### config.mk
export PLATFORM = sky130hd
export DESIGN_NAME = mem_port_arbiter
export DESIGN_NICKNAME = d
export VERILOG_FILES = /design/src/rtl/mem_port_arbiter_pkg.sv /design/src/rtl/mem_port_arbiter.sv
export SDC_FILE = /design/constraint.sdc
export NUM_CORES = 1
export LEC_CHECK = 0
export CORE_ASPECT_RATIO = 0.9
export CORE_MARGIN = 1.5
export CORE_UTILIZATION = 45
export DETAILED_ROUTE_END_ITERATION = 16
export PLACE_DENSITY = 0.95
export SLEW_MARGIN = 40
export SYNTH_ARGS = -nofsm -noshare
export SYNTH_HDL_FRONTEND = slang
export SYNTH_SLANG_ARGS = --single-unit
### constraint.sdc
create_clock -name clk -period 2.6 [get_ports clk]
set_input_delay 0.39 -clock clk [delete_from_list [all_inputs] [get_ports clk]]
set_output_delay 0.39 -clock clk [all_outputs]
set_load 0.01 [all_outputs]
### src/rtl/mem_port_arbiter_pkg.sv
// mem_arb_pkg: shared types for the unified memory-port arbiter.
//   arb_state_t : access sequencer phases (IDLE -> ISSUE -> WAIT -> RESP)
//   arb_owner_t : which requester owns the access in flight
package mem_arb_pkg;

    typedef enum logic [1:0] {
        IDLE  = 2'd0,
        ISSUE = 2'd1,
        WAIT  = 2'd2,
        RESP  = 2'd3
    } arb_state_t;

    typedef enum logic {
        OWN_IF = 1'b0,
        OWN_D  = 1'b1
    } arb_owner_t;

    localparam int CNT_W = 4;

endpackage

### src/rtl/mem_port_arbiter.sv
// mem_port_arbiter: shares one single-port memory between instruction fetch
// (IF) and data access (MEM). Each access runs IDLE -> ISSUE -> WAIT -> RESP.
// Data wins contention unless fetch has lost STARVE_MAX grants in a row.
// A flush kills an in-flight fetch (the memory access still runs to completion).
//
// Ports:
//   clk, reset           : clock, synchronous active-high reset
//   if_req/if_addr       : fetch request (held until if_valid or flush)
//   if_rdata/if_valid    : fetched word, one-cycle completion pulse
//   d_req/d_we/d_addr/d_wdata : data request (held until d_valid)
//   d_rdata/d_valid      : load data, one-cycle completion pulse
//   flush                : pipeline redirect
//   mem_en/mem_we/mem_addr/mem_wdata : registered memory command
//   mem_rdata            : memory read data, MEM_LAT cycles after mem_en
//   stall_if/stall_mem   : per-stage hold, request & ~valid
module mem_port_arbiter
    import mem_arb_pkg::*;
#(
    parameter int ADDR_W     = 7,
    parameter int DATA_W     = 32,
    parameter int MEM_LAT    = 2,
    parameter int STARVE_MAX = 4
) (
    input  logic              clk,
    input  logic              reset,
    input  logic              if_req,
    input  logic [ADDR_W-1:0] if_addr,
    output logic [DATA_W-1:0] if_rdata,
    output logic              if_valid,
    input  logic              d_req,
    input  logic              d_we,
    input  logic [ADDR_W-1:0] d_addr,
    input  logic [DATA_W-1:0] d_wdata,
    output logic [DATA_W-1:0] d_rdata,
    output logic              d_valid,
    input  logic              flush,
    output logic              mem_en,
    output logic              mem_we,
    output logic [ADDR_W-1:0] mem_addr,
    output logic [DATA_W-1:0] mem_wdata,
    input  logic [DATA_W-1:0] mem_rdata,
    output logic              stall_if,
    output logic              stall_mem
);

    localparam logic [CNT_W-1:0] WAIT_INIT  = CNT_W'(MEM_LAT - 1);
    localparam logic [CNT_W-1:0] STARVE_LIM = CNT_W'(STARVE_MAX);
    localparam logic [CNT_W-1:0] CNT_MAX    = '1;

    arb_state_t        state_q, state_d;
    arb_owner_t        owner_q, owner_d;
    logic [CNT_W-1:0]  starve_q, starve_d;
    logic [CNT_W-1:0]  wait_q, wait_d;
    logic              kill_q, kill_d;
    logic              mem_en_q, mem_en_d;
    logic              mem_we_q, mem_we_d;
    logic [ADDR_W-1:0] mem_addr_q, mem_addr_d;
    logic [DATA_W-1:0] mem_wdata_q, mem_wdata_d;
    logic [DATA_W-1:0] if_rdata_q, if_rdata_d;
    logic [DATA_W-1:0] d_rdata_q, d_rdata_d;
    logic              if_vld_q, if_vld_d;
    logic              d_vld_q, d_vld_d;

    logic fetch_win;
    logic if_killed;

    // Fetch only beats a concurrent data request once it has been starved.
    assign fetch_win = if_req & (~d_req | (starve_q == STARVE_LIM));
    // A flush arriving in the capture cycle itself must also kill the fetch.
    assign if_killed = kill_q | flush;

    always_comb begin
        state_d     = state_q;
        owner_d     = owner_q;
        starve_d    = starve_q;
        wait_d      = wait_q;
        kill_d      = kill_q;
        mem_en_d    = 1'b0;
        mem_we_d    = mem_we_q;
        mem_addr_d  = mem_addr_q;
        mem_wdata_d = mem_wdata_q;
        if_rdata_d  = if_rdata_q;
        d_rdata_d   = d_rdata_q;
        if_vld_d    = 1'b0;
        d_vld_d     = 1'b0;

        case (state_q)
            IDLE: begin
                kill_d = 1'b0;
                if (if_req | d_req) begin
                    state_d  = ISSUE;
                    mem_en_d = 1'b1;
                    if (fetch_win) begin
                        owner_d    = OWN_IF;
                        mem_we_d   = 1'b0;
                        mem_addr_d = if_addr;
                        starve_d   = '0;
                    end else begin
                        owner_d     = OWN_D;
                        mem_we_d    = d_we;
                        mem_addr_d  = d_addr;
                        mem_wdata_d = d_wdata;
                        if (if_req && starve_q != CNT_MAX)
                            starve_d = starve_q + 1'b1;
                    end
                end
            end
            ISSUE: begin
                wait_d  = WAIT_INIT;
                state_d = WAIT;
                if (owner_q == OWN_IF && flush)
                    kill_d = 1'b1;
            end
            WAIT: begin
                if (owner_q == OWN_IF && flush)
                    kill_d = 1'b1;
                if (wait_q == '0) begin
                    state_d = RESP;
                    // Valids are registered here so they show up in RESP.
                    if (owner_q == OWN_IF) begin
                        if (!if_killed) begin
                            if_rdata_d = mem_rdata;
                            if_vld_d   = 1'b1;
                        end
                    end else begin
                        if (!mem_we_q)
                            d_rdata_d = mem_rdata;
                        d_vld_d = 1'b1;
                    end
                end else begin
                    wait_d = wait_q - 1'b1;
                end
            end
            RESP: begin
                state_d = IDLE;
                kill_d  = 1'b0;
            end
            default: state_d = IDLE;
        endcase
    end

    always_ff @(posedge clk) begin
        if (reset) begin
            state_q     <= IDLE;
            owner_q     <= OWN_IF;
            starve_q    <= '0;
            wait_q      <= '0;
            kill_q      <= 1'b0;
            mem_en_q    <= 1'b0;
            mem_we_q    <= 1'b0;
            mem_addr_q  <= '0;
            mem_wdata_q <= '0;
            if_rdata_q  <= '0;
            d_rdata_q   <= '0;
            if_vld_q    <= 1'b0;
            d_vld_q     <= 1'b0;
        end else begin
            state_q     <= state_d;
            owner_q     <= owner_d;
            starve_q    <= starve_d;
            wait_q      <= wait_d;
            kill_q      <= kill_d;
            mem_en_q    <= mem_en_d;
            mem_we_q    <= mem_we_d;
            mem_addr_q  <= mem_addr_d;
            mem_wdata_q <= mem_wdata_d;
            if_rdata_q  <= if_rdata_d;
            d_rdata_q   <= d_rdata_d;
            if_vld_q    <= if_vld_d;
            d_vld_q     <= d_vld_d;
        end
    end

    // mem_we holds the latched direction; it only matters while mem_en is high.
    assign mem_en    = mem_en_q;
    assign mem_we    = mem_we_q;
    assign mem_addr  = mem_addr_q;
    assign mem_wdata = mem_wdata_q;
    assign if_rdata  = if_rdata_q;
    assign d_rdata   = d_rdata_q;
    // A flush during RESP still drops the fetch completion.
    assign if_valid  = if_vld_q & ~flush;
    assign d_valid   = d_vld_q;
    assign stall_if  = if_req & ~if_valid;
    assign stall_mem = d_req & ~d_valid;

endmodule

# Yosys cells after proc, flatten, opt, wreduce, memory -nomap -nowiden
# Cells that the tools add are included.
# op_classes
addsub	2
eq_ne	9
n_mux	15
n_bitwise	18
n_reduce_logical	18
# op_table
operator	n
$mux W4	3
$not A1 Y1	11
$pmux W2 S4	1
$pmux W4 S2	1
$reduce_and A4 Y1	2
$mux W7	1
$mux W1	6
$ne A2 B2 Y1 const B	3
$reduce_and A2 Y1	3
$reduce_and A3 Y1	2
$reduce_or A2 Y1	3
$add A4 B1 Y4 const B	1
$and A1 B1 Y1	4
$eq A2 B2 Y1 const B	2
$eq A4 B3 Y1 const B	1
$logic_not A4 Y1	1
$mux W2	2
$ne A4 B4 Y1 const B	1
$reduce_bool A2 Y1	2
$reduce_or A4 Y1	1
$sub A4 B1 Y4 const B	1
$or A1 B1 Y1	3
$reduce_or A3 Y1	1
$eq A2 B1 Y1 const B	1
4 further kinds	5
# word_totals
reg_bits	119
inputBits	84
out_inout_bits	109

# Depth between registers and ports, before layout
# depth
ltp_word	5
mapped_depth	8
mapped_depth_nobuf	6

# Worst setup path after synthesis
# Ideal clock, no wire load.
# synth_path
kind	reg-to-reg
from	reg starve_q[0]
to	reg starve_q[3]
arrival_time_ns	1.581
t_required_ns	2.526
setup_slack_ns	0.944
path_stages_with_launch	7
path_buffers	0
period_less_slack_ns	1.656
path_cell_list	dfxtp_1 -> inv_1 -> ha_1 -> and3b_1 -> o21a_4 -> or4_1 -> a31oi_1
# synth_via
elab_chain_len	5
# synth_rtl
element	line_no	source
start, declared	mem_port_arbiter.sv:52	logic [CNT_W-1:0] starve_q, starve_d;
start signal, assigned	mem_port_arbiter.sv:160	starve_q <= starve_d;
$eq A4 B3 Y1	mem_port_arbiter.sv:68	assign fetch_win = if_req & (~d_req | (starve_q == STARVE_LIM));
$or A1 B1 Y1	mem_port_arbiter.sv:68	
$and A1 B1 Y1	mem_port_arbiter.sv:68	
$reduce_bool A2 Y1 (no source line)	--	
$reduce_and A3 Y1 (no source line)	--	
# Parallel ways exist; a longest one is shown, timed or not. The select of a mux whose other input is x is not followed.
# A chain may end at the register's enable or synchronous reset.

# Worst setup path in the final report
# layout_path
from	in d_req
to	out stall_mem
# layout_via
elab_chain_len	1
# layout_rtl
element	line_no	source
start, declared	mem_port_arbiter.sv:30	input logic d_req,
$and A1 B1 Y1	mem_port_arbiter.sv:185	assign stall_mem = d_req & ~d_valid;
end, declared	mem_port_arbiter.sv:43	output logic stall_mem
# Every way passes these cells.

==> impl_metrics.tcl <==
set metrics [dict create \
    die_area_um2 10380 \
    crit_path_frequent_cell "clkdlybuf4s50_1" \
    cts_resized 0 \
    reg2regPathDepth 7 \
    layout_common_cells "209 x nand2_1, 191 x clkdlybuf4s50_1, 119 x dfxtp_1, 111 x a21oi_1, 16 x clkbuf_16" \
    hpwl_um 8732 \
    leakagePower_nw 2.501 \
    cp_num_buf_inv 3 \
    synth.avg_cell_area_um2 7.903 \
    clock_sinks 119 \
    globalRoute.busiestLayer "met2" \
    crit_path_top_delay_cell "clkdlybuf4s50_1" \
    area_delta_synth_final_pct 59.66 \
    wl_per_cell_um 14.25 \
    syn_area_um2 4402 \
    start_util 0.4599 \
    ios 193 \
    max_cap_violations 0 \
    routed_wl_um 12530 \
    grt_max_degree 70 \
    clock.fmax_mhz 451.0 \
    worstMarginPinSlew_ns 0.5759 \
    critPathMaxStageDelay_ns 0.61 \
    place_inst 847 \
    worstPathArrival_ns 1.83 \
    fin_nets 830 \
    cts_max_path_buffers 2 \
    clk_latency_ns 0.50 \
    instances_no_fill 879 \
    path_delay_family "buffers and inverters" \
    finClkSkew_ns 0.01177 \
    clk_pin_slew_worst_paths_ns 0.06 \
    yosys_register_bits 119 \
    grt_usage 0.2432 \
    synth_cell_types 34 \
    vias 4498 \
    drc 0 \
    maxSlewViolCount 0 \
    drt_iter0_drc 298 \
    post-route-util 0.7342 \
    endpoint_kind "output port" \
    path_depth 4 \
    grt_pass1_wl_um 20510 \
    crit_fanout 8 \
    avgViaCountPerCell 5.117 \
    grt_use_met3 0.07951 \
    synth_fp_nets 647 \
    worstSetupPathType "in2out" \
    post_cts_buffers 0 \
    antenna_found_initial 0 \
    grtUsageMet2 0.4096 \
    die_h_um 96.83 \
    numCtsBuffers 17 \
    globalplace.congestion 0.8730 \
    hold_path_class "in2reg" \
    peakVddDrop_v 0.0004465 \
    rsz0062_at_grt "false" \
    fin_hold_ws_ns 0.3774 \
    powerDensity_nw_per_um2 859.7 \
    grt_pass1_vias 4479 \
    yosysSeqAreaShare 0.5412 \
    ys.warnings.count 0 \
    status "completed" \
    coreArea_um2 9572 \
    postCtsHoldBufs 0 \
    diodes 0 \
    gr-usage-met1 0.2894 \
    min_period_over_period 0.8528 \
    whs_path_depth 2 \
    cts_max_level 4 \
    drive_above_1_share 0.06242 \
    min_period_ns 2.217 \
    drt-pass1-iter-count 5 \
    start_kind "input port" \
    slew_headroom 0.6161 \
    critPathRequiredTime_ns 2.21 \
    finalHoldViolations 0 \
    layout_commonest_cell "nand2_1" \
    setup_viol 0 \
    fin_setup_tns_ns 0 \
    cts_tree "built" \
    num_rows 34 \
    path_cells "clkdlybuf4s50_1 -> inv_1 -> nor2_1 -> clkdlybuf4s50_1" \
    die_w_um 107.3 \
    synth_cells 557 \
    port_buffers 192 \
    cts_root_buf "clkbuf_8" \
    grt.overflow.total 0 \
    ant_nets 0 \
]
power breakdown:
part | total (mW) | switching (mW) | internal, mW
Combinational | 1.48 | 0.765 | 0.716
Sequential | 2.18 | 0.130 | 2.05
Clock | 2.38 | 0.830 | 1.55
Total | 6.04 | 1.73 | 4.32
routing by layer:
metal,wire [µm],vias to the layer above
met4,151,0
li1,-,2196
met2,6101,200
met1,5234,2088
met5,0,-
met3,1042,14
final timing paths:
| check | startpoint | endpoint | slack, ns |
|---|---|---|---|
| max | d_req | stall_mem | 0.38 |
| max reg2reg | state_q[0]$_SDFFE_PP0P_ | d_rdata[21]$_SDFFE_PP0P_ | 0.61 |
| min reg2reg | d_rdata[2]$_SDFFE_PP0P_ | d_rdata[2]$_SDFFE_PP0P_ | 0.45 |
| min | reset | mem_en$_SDFF_PP0_ | 0.38 |
Yosys cell counts:
master      n  area share
nor3b_1     3      0.0051
o21ai_1     1      0.0011
nor3b_2     1      0.0028
nor4b_1     1      0.0020
or3_1       1      0.0014
a22oi_1     1      0.0017
o21ai_2     1      0.0020
nand2_1   209        0.18
nor3_1      7      0.0080
and2_1      1      0.0014
or3b_2      1      0.0020
and4bb_2    1      0.0028
nand3_1     7      0.0080
a21oi_1   111        0.13
clkbuf_1   25       0.021
nor2_1     14       0.012
a211oi_1    7       0.012
nand4b_1    1      0.0020
and3_1      2      0.0028
and3b_1     1      0.0020
dfxtp_1   119        0.54
a31oi_1     2      0.0028
or4_1       1      0.0017
buf_2      11       0.013
nor2b_1     4      0.0057
nand3b_1    1      0.0017
o21ai_0     2      0.0023
ha_1        6       0.017
o22ai_1     1      0.0014
mux2i_1     2      0.0045
o21a_1      1      0.0017
o21a_4      1      0.0034
inv_1       9      0.0077
nand4_1     1      0.0014
per-stage QoR:
stage                     cell area, µm²  power, mW  setup WS (ns)
after CTS                           7028      6.076         0.3959
after detailed placement            6410      3.683         0.3912
after global routing                7028      6.362         0.2800
after floorplan                     4402      2.979         0.9445
after global placement              6409      3.607         0.3297
final                               7028      6.042         0.3828
cell type report:
| cell class | count | area (µm²) |
|---|---|---|
| well taps | 126 | 157.7 |
| repair buffers | 200 | 1992 |
| multi-input cells | 393 | 1844 |
| fillers | 705 | 2544 |
| clock inverters | 12 | 162.7 |
| flip-flops and latches | 119 | 2382 |
| clock buffers | 20 | 455.4 |
| inverters | 9 | 33.78 |
state kept, by name (all words and copies together) (netlist names):
| register | count |
|---|---|
| mem_en | 1 |
| mem_we | 1 |
| d_rdata | 32 |
| if_rdata | 32 |
| d_valid | 1 |
| mem_addr | 7 |
| if_vld_q | 1 |
| kill_q | 1 |
| mem_wdata | 32 |
| starve_q | 4 |
| wait_q | 4 |
| state_q | 2 |
| owner_q | 1 |
kinds of logic (layout without fill, tap and decap cells):
family | Yosys count | after routing | synth area share
simple gates | 257 | 257 | 0.2410
fa+ha+maj | 6 | 6 | 0.01705
mux | 2 | 2 | 0.004548
compound gates | 128 | 128 | 0.1546
flops | 119 | 119 | 0.5412
buf+inv | 45 | 241 | 0.04150
Note: power is estimated with default switching activity, not from simulation.
